## src/rtl/countdown_pkg.sv

```systemverilog
// Shared definitions for the countdown controller: state encoding and BCD digit limits.
package countdown_pkg;

  localparam int unsigned STATE_W = 2;

  localparam logic [3:0] SEC_TENS_MAX = 4'd5;
  localparam logic [3:0] DIGIT_MAX    = 4'd9;

  typedef enum logic [STATE_W-1:0] {
    ST_IDLE  = 2'd0,
    ST_RUN   = 2'd1,
    ST_PAUSE = 2'd2,
    ST_DONE  = 2'd3
  } state_t;

endpackage

```

## src/rtl/countdown_tick_gen.sv

```systemverilog
// Prescaler: counts 0..TICK_DIV-1 while enabled, tick flags the wrapping cycle.
module countdown_tick_gen #(
  parameter int unsigned TICK_DIV = 10_000_000
) (
  input  logic clk,
  input  logic rst,
  input  logic en,
  input  logic clr,
  output logic tick
);

  localparam int unsigned     CNT_W = $clog2(TICK_DIV);
  localparam logic [CNT_W-1:0] LAST = CNT_W'(TICK_DIV - 1);

  logic [CNT_W-1:0] r_cnt;
  logic             w_wrap;

  assign w_wrap = (r_cnt == LAST);
  assign tick   = en && w_wrap;

  always_ff @(posedge clk) begin
    if (rst || clr) begin
      r_cnt <= '0;
    end else if (en) begin
      r_cnt <= w_wrap ? '0 : r_cnt + 1'b1;
    end
  end

endmodule

```

## src/rtl/countdown_ctrl.sv

```systemverilog
// mm:ss countdown controller: edits/starts/pauses a BCD time from key pulses,
// counts down on prescaler ticks and holds an alarm for ALARM_SEC seconds.
module countdown_ctrl
  import countdown_pkg::*;
#(
  parameter int unsigned TICK_DIV  = 10_000_000,
  parameter int unsigned ALARM_SEC = 5
) (
  input  logic               clk,
  input  logic               rst,
  input  logic               key_start,
  input  logic               key_clr,
  input  logic               key_min,
  input  logic               key_sec,
  output logic [3:0]         min_tens,
  output logic [3:0]         min_ones,
  output logic [3:0]         sec_tens,
  output logic [3:0]         sec_ones,
  output logic [STATE_W-1:0] state,
  output logic               running,
  output logic               alarm
);

  localparam int unsigned    AC_W    = (ALARM_SEC > 1) ? $clog2(ALARM_SEC) : 1;
  localparam logic [AC_W-1:0] AC_LAST = AC_W'(ALARM_SEC - 1);

  state_t          r_state;
  logic [3:0]      r_min_tens, r_min_ones, r_sec_tens, r_sec_ones;
  logic [15:0]     r_preset;
  logic [AC_W-1:0] r_alarm_cnt;
  logic            r_running, r_alarm;

  logic       w_tick, w_tick_en, w_tick_clr;
  logic       w_time_zero, w_dn_zero, w_any_edit;
  logic [3:0] w_inc_mt, w_inc_mo, w_inc_st, w_inc_so;
  logic [3:0] w_dn_mt, w_dn_mo, w_dn_st, w_dn_so;

  assign min_tens = r_min_tens;
  assign min_ones = r_min_ones;
  assign sec_tens = r_sec_tens;
  assign sec_ones = r_sec_ones;
  assign state    = r_state;
  assign running  = r_running;
  assign alarm    = r_alarm;

  always_comb begin
    w_time_zero = ({r_min_tens, r_min_ones, r_sec_tens, r_sec_ones} == 16'h0000);
    w_any_edit  = key_start || key_min || key_sec;

    w_inc_mt = r_min_tens;
    w_inc_mo = r_min_ones + 4'd1;
    if (r_min_ones == DIGIT_MAX) begin
      w_inc_mo = '0;
      w_inc_mt = (r_min_tens == DIGIT_MAX) ? '0 : r_min_tens + 4'd1;
    end

    w_inc_st = r_sec_tens;
    w_inc_so = r_sec_ones + 4'd1;
    if (r_sec_ones == DIGIT_MAX) begin
      w_inc_so = '0;
      w_inc_st = (r_sec_tens == SEC_TENS_MAX) ? '0 : r_sec_tens + 4'd1;
    end

    // Borrow chain: seconds first, then minutes with seconds reloaded to 59.
    w_dn_mt = r_min_tens;
    w_dn_mo = r_min_ones;
    w_dn_st = r_sec_tens;
    w_dn_so = r_sec_ones;
    if ({r_sec_tens, r_sec_ones} != 8'h00) begin
      if (r_sec_ones == 4'd0) begin
        w_dn_so = DIGIT_MAX;
        w_dn_st = r_sec_tens - 4'd1;
      end else begin
        w_dn_so = r_sec_ones - 4'd1;
      end
    end else if ({r_min_tens, r_min_ones} != 8'h00) begin
      w_dn_so = DIGIT_MAX;
      w_dn_st = SEC_TENS_MAX;
      if (r_min_ones == 4'd0) begin
        w_dn_mo = DIGIT_MAX;
        w_dn_mt = r_min_tens - 4'd1;
      end else begin
        w_dn_mo = r_min_ones - 4'd1;
      end
    end
    w_dn_zero = ({w_dn_mt, w_dn_mo, w_dn_st, w_dn_so} == 16'h0000);

    w_tick_en  = (r_state == ST_RUN) || (r_state == ST_DONE);
    w_tick_clr = key_clr
              || ((r_state == ST_IDLE) && key_start && !w_time_zero)
              || ((r_state == ST_RUN) && w_tick && w_dn_zero);
  end

  countdown_tick_gen #(.TICK_DIV(TICK_DIV)) u_tick_gen (
    .clk  (clk),
    .rst  (rst),
    .en   (w_tick_en),
    .clr  (w_tick_clr),
    .tick (w_tick)
  );

  always_ff @(posedge clk) begin
    if (rst || key_clr) begin
      r_state     <= ST_IDLE;
      r_min_tens  <= '0;
      r_min_ones  <= '0;
      r_sec_tens  <= '0;
      r_sec_ones  <= '0;
      r_preset    <= '0;
      r_alarm_cnt <= '0;
      r_running   <= 1'b0;
      r_alarm     <= 1'b0;
    end else begin
      unique case (r_state)
        ST_IDLE: begin
          if (key_start) begin
            if (!w_time_zero) begin
              r_preset  <= {r_min_tens, r_min_ones, r_sec_tens, r_sec_ones};
              r_state   <= ST_RUN;
              r_running <= 1'b1;
            end
          end else if (key_min) begin
            r_min_tens <= w_inc_mt;
            r_min_ones <= w_inc_mo;
          end else if (key_sec) begin
            r_sec_tens <= w_inc_st;
            r_sec_ones <= w_inc_so;
          end
        end
        ST_RUN: begin
          // A tick coinciding with a pause pulse still lands; reaching zero wins over pausing.
          if (w_tick) begin
            {r_min_tens, r_min_ones, r_sec_tens, r_sec_ones} <= {w_dn_mt, w_dn_mo, w_dn_st, w_dn_so};
          end
          if (w_tick && w_dn_zero) begin
            r_state     <= ST_DONE;
            r_running   <= 1'b0;
            r_alarm     <= 1'b1;
            r_alarm_cnt <= '0;
          end else if (key_start) begin
            r_state   <= ST_PAUSE;
            r_running <= 1'b0;
          end
        end
        ST_PAUSE: begin
          if (key_start) begin
            r_state   <= ST_RUN;
            r_running <= 1'b1;
          end
        end
        ST_DONE: begin
          if (w_any_edit || (w_tick && (r_alarm_cnt == AC_LAST))) begin
            {r_min_tens, r_min_ones, r_sec_tens, r_sec_ones} <= r_preset;
            r_state     <= ST_IDLE;
            r_alarm     <= 1'b0;
            r_alarm_cnt <= '0;
          end else if (w_tick) begin
            r_alarm_cnt <= r_alarm_cnt + 1'b1;
          end
        end
        default: r_state <= ST_IDLE;
      endcase
    end
  end

endmodule

```

## config.mk

```make
export PLATFORM = sky130hd
export DESIGN_NAME = countdown_ctrl
export DESIGN_NICKNAME = d
export VERILOG_FILES = /design/src/rtl/countdown_pkg.sv /design/src/rtl/countdown_tick_gen.sv /design/src/rtl/countdown_ctrl.sv
export SDC_FILE = /design/constraint.sdc
export NUM_CORES = 1
export LEC_CHECK = 0
export BUFFER_PORTS_ARGS = -buffer_cell sky130_fd_sc_hd__buf_2
export CORE_MARGIN = 2
export CORE_UTILIZATION = 30
export DETAILED_ROUTE_END_ITERATION = 16
export HOLD_SLACK_MARGIN = 0.03
export PLACE_DENSITY = 0.51
export SETUP_SLACK_MARGIN = 0.1
export SLEW_MARGIN = 20
export SYNTH_ARGS = -nofsm -noshare
export SYNTH_HDL_FRONTEND = slang
export SYNTH_SLANG_ARGS = --single-unit
```

## constraint.sdc

```tcl
create_clock -name clk -period 6.58 [get_ports clk]
set_input_delay 1.645 -clock clk [delete_from_list [all_inputs] [get_ports clk]]
set_output_delay 1.645 -clock clk [all_outputs]
set_load 0.03 [all_outputs]
```

==> metrics <==
DRT antenna net count=0; WP data required=6.84 ns; num ports=26; Area growth, synth to finish=14.6%; Layout fillers=1378; most frequent cells in the layout=nand2_1, dfxtp_1, nor2_1; RD Place Congestion=0.869; number of global-route vias before repair=3701; Root Buffer=clkbuf_16; Setup crit end kind=flip-flop; slowest stage delay, CP=0.78 ns; Worst EP arrival=3.88 ns; crit path kind=flip-flop to flip-flop; crit path launch=sec_tens[0]; Core Box Area=13200 µm²; TNS Setup=0 ns; Total Power=0.00102 W; drt pass-1 iters=5; total congestion overflow=0; drt drc=0; Syn. warnings=0; Num CTS Buffers=9; FF+latch count, synth=63; largest net degree at the start of global routing=43; Max clock buf depth=2; Final Net Count=550; final WL=12000 µm; Final Hold Vio Count=0; post-synthesis cell area=4020 µm²; RSZ-0062 raised after global routing=false; via/cell ratio=5.48; register area share after synthesis=31.3%; Skew-Pair Late Insertion Delay=0.34 ns; fmax=276 MHz; Worst Max-Slew Pin Slew=0.901 ns; syn_nets=546; number of flops mapped to enable cells by yosys=0; max-cap violations=0; startpoint types=flip-flop; Final Max Slew Viols=0; number of H-tree levels=3; Port Buf Inserts=25; Max-slew headroom=39.7%; Min Clock Period, post-route=3.63 ns; global-route wire length before repair=19600 µm; Hold Startpoint=r_preset[9]; initial antenna violation count=0; HPWL Detailed=8230 µm; Final period util=55.1%; TritonCTS Sinks=63; Cells after Synth=527; run status=finished, final reports clean; Die ar.=14400 µm²; Worst Clk Skew=0.00540 ns; PD cells=221 nW/µm²; CP most frequent cell=nand3_1; ys flop type=dfxtp_1; die width=120 µm; average cell area after synthesis=7.64 µm²; maximum fanout along the worst path=21; commonest non-fill, non-tap cell in the layout=nand2_1; FP Rows=42; Synth async-reset ratio=0%; post-CTS setup buffer count=0; clock slew at reported path FFs=0.06 ns; share of cells above drive strength 1=11.4%; final core utilization=35.0%; number of diodes=0; initial DRC count=281; # setup viols final=0; chip height=120 µm; crit path max-delay cell type=nand3_1; Resize count post-CTS=0; peak supply drop=0.118 mV; critical-path cell list=inv_1, ha_1, nor3b_2, nand4_1, nand3_1, nand3_1, nor2_1; type of the worst min-delay path=flip-flop to flip-flop; initial core utilization=30.5%; Routed wire per std cell=16.8 µm; Synth cell types=67; gr usage total=17.3%; Lkg Pwr=1.67 nW; DR vias=3900; CTS tree=built; Hold-fix buffers, CTS=0; RR Startpoint=sec_tens[0]
## synth_stat cells, types with 3 or more instances
cell	n	area, µm²
nor2b_1	4	25.0
a311oi_1	4	35.0
ha_1	13	163
nand3_1	26	130
a22oi_1	3	22.5
nand4b_1	3	26.3
clkbuf_1	29	109
o21ai_0	22	110
and4_1	4	35.0
xnor2_1	8	70.1
dfxtp_1	63	1260
nand2b_1	3	18.8
xor2_1	17	149
mux2i_1	8	80.1
nand4_1	10	62.6
inv_1	16	60.1
nor4b_1	5	43.8
nor4_4	4	85.1
nor4_1	5	31.3
buf_1	4	15.0
o211ai_1	3	22.5
nor3_1	14	70.1
and2_1	3	18.8
a21oi_1	51	255
or2_2	3	18.8
and3_1	8	50.1
a31oi_1	5	31.3
o311ai_0	4	35.0
o31ai_1	5	37.5
nor2_1	56	210
o31a_1	3	26.3
a211oi_1	4	30.0
nand2_1	75	282
## critical path, delay by kind of cell (launching register included)
kind	cells	cell delay, ns
fa+ha+maj	1	0.25
buf+inv	1	0.28
flops	1	0.41
simple gates	5	2.60
## final timing paths
kind,cells past startpoint,endpoint,slack (ns)
worst max-delay path,7,u_tick_gen.r_cnt[22],2.95
worst min register to register,2,r_preset[9],0.46
worst min-delay path,2,r_preset[9],0.46
worst max register to register,7,u_tick_gen.r_cnt[22],2.95
## metal layers
metal  up-vias  share of wire [%]  GRT usage [%]
li1       1913                  -              -
met1      1865                 48           23.4
met2       107                 46           26.7
met3        15                4.7           4.04
met4         0                1.6           6.62
met5         -                  0              0
## sequential cells by signal (all words and copies together), names as in the netlist, 2 cells and up
name and cells:
r_alarm_cnt 3, sec_ones 4, u_tick_gen.r_cnt 24, r_preset 16, sec_tens 4, min_ones 4
min_tens 4, state 2
## layout make-up
type	instances	area, µm²	area share, %
clock inverters	6	133	2.87
clock buffers	10	229	4.96
multi-input cells	413	2560	55.5
repair buffers	28	148	3.20
well taps	176	220	4.77
flip-flops and latches	63	1260	27.3
inverters	16	60.1	1.30
## stage by stage
stage / area [µm²] / hold slack [ns] / cells / setup slack (ns)
2_1_floorplan: 4020 / 0.431 / 527 / 3.24
3_3_place_gp: 4250 / 0.444 / 696 / 3.00
3_5_place_dp: 4250 / 0.452 / 696 / 2.95
4_1_cts: 4610 / 0.459 / 712 / 2.98
5_1_grt: 4610 / 0.479 / 712 / 2.57
6_report: 4610 / 0.457 / 712 / 2.95
## power by group
| group | internal (W) | leakage (nW) | switching [W] |
|---|---|---|---|
| sequential | 0.000382 | 0.507 | 0.00000269 |
| combinational | 0.0000133 | 0.987 | 0.0000334 |
| clock | 0.000408 | 0.173 | 0.000182 |
## kinds of logic after synthesis
group                      Yosys count  share of synthesized area (%)
buffers and inverters               51                           4.97
adders and majority gates           13                           4.04
DFF                                 63                           31.3
and+or+nand+nor                    235                           31.0
AOI/OAI and AO/OA                  131                           20.9
xor gates and xnor gates            25                           5.44
muxes                                9                           2.27
Power figures use the tool's default switching activity.
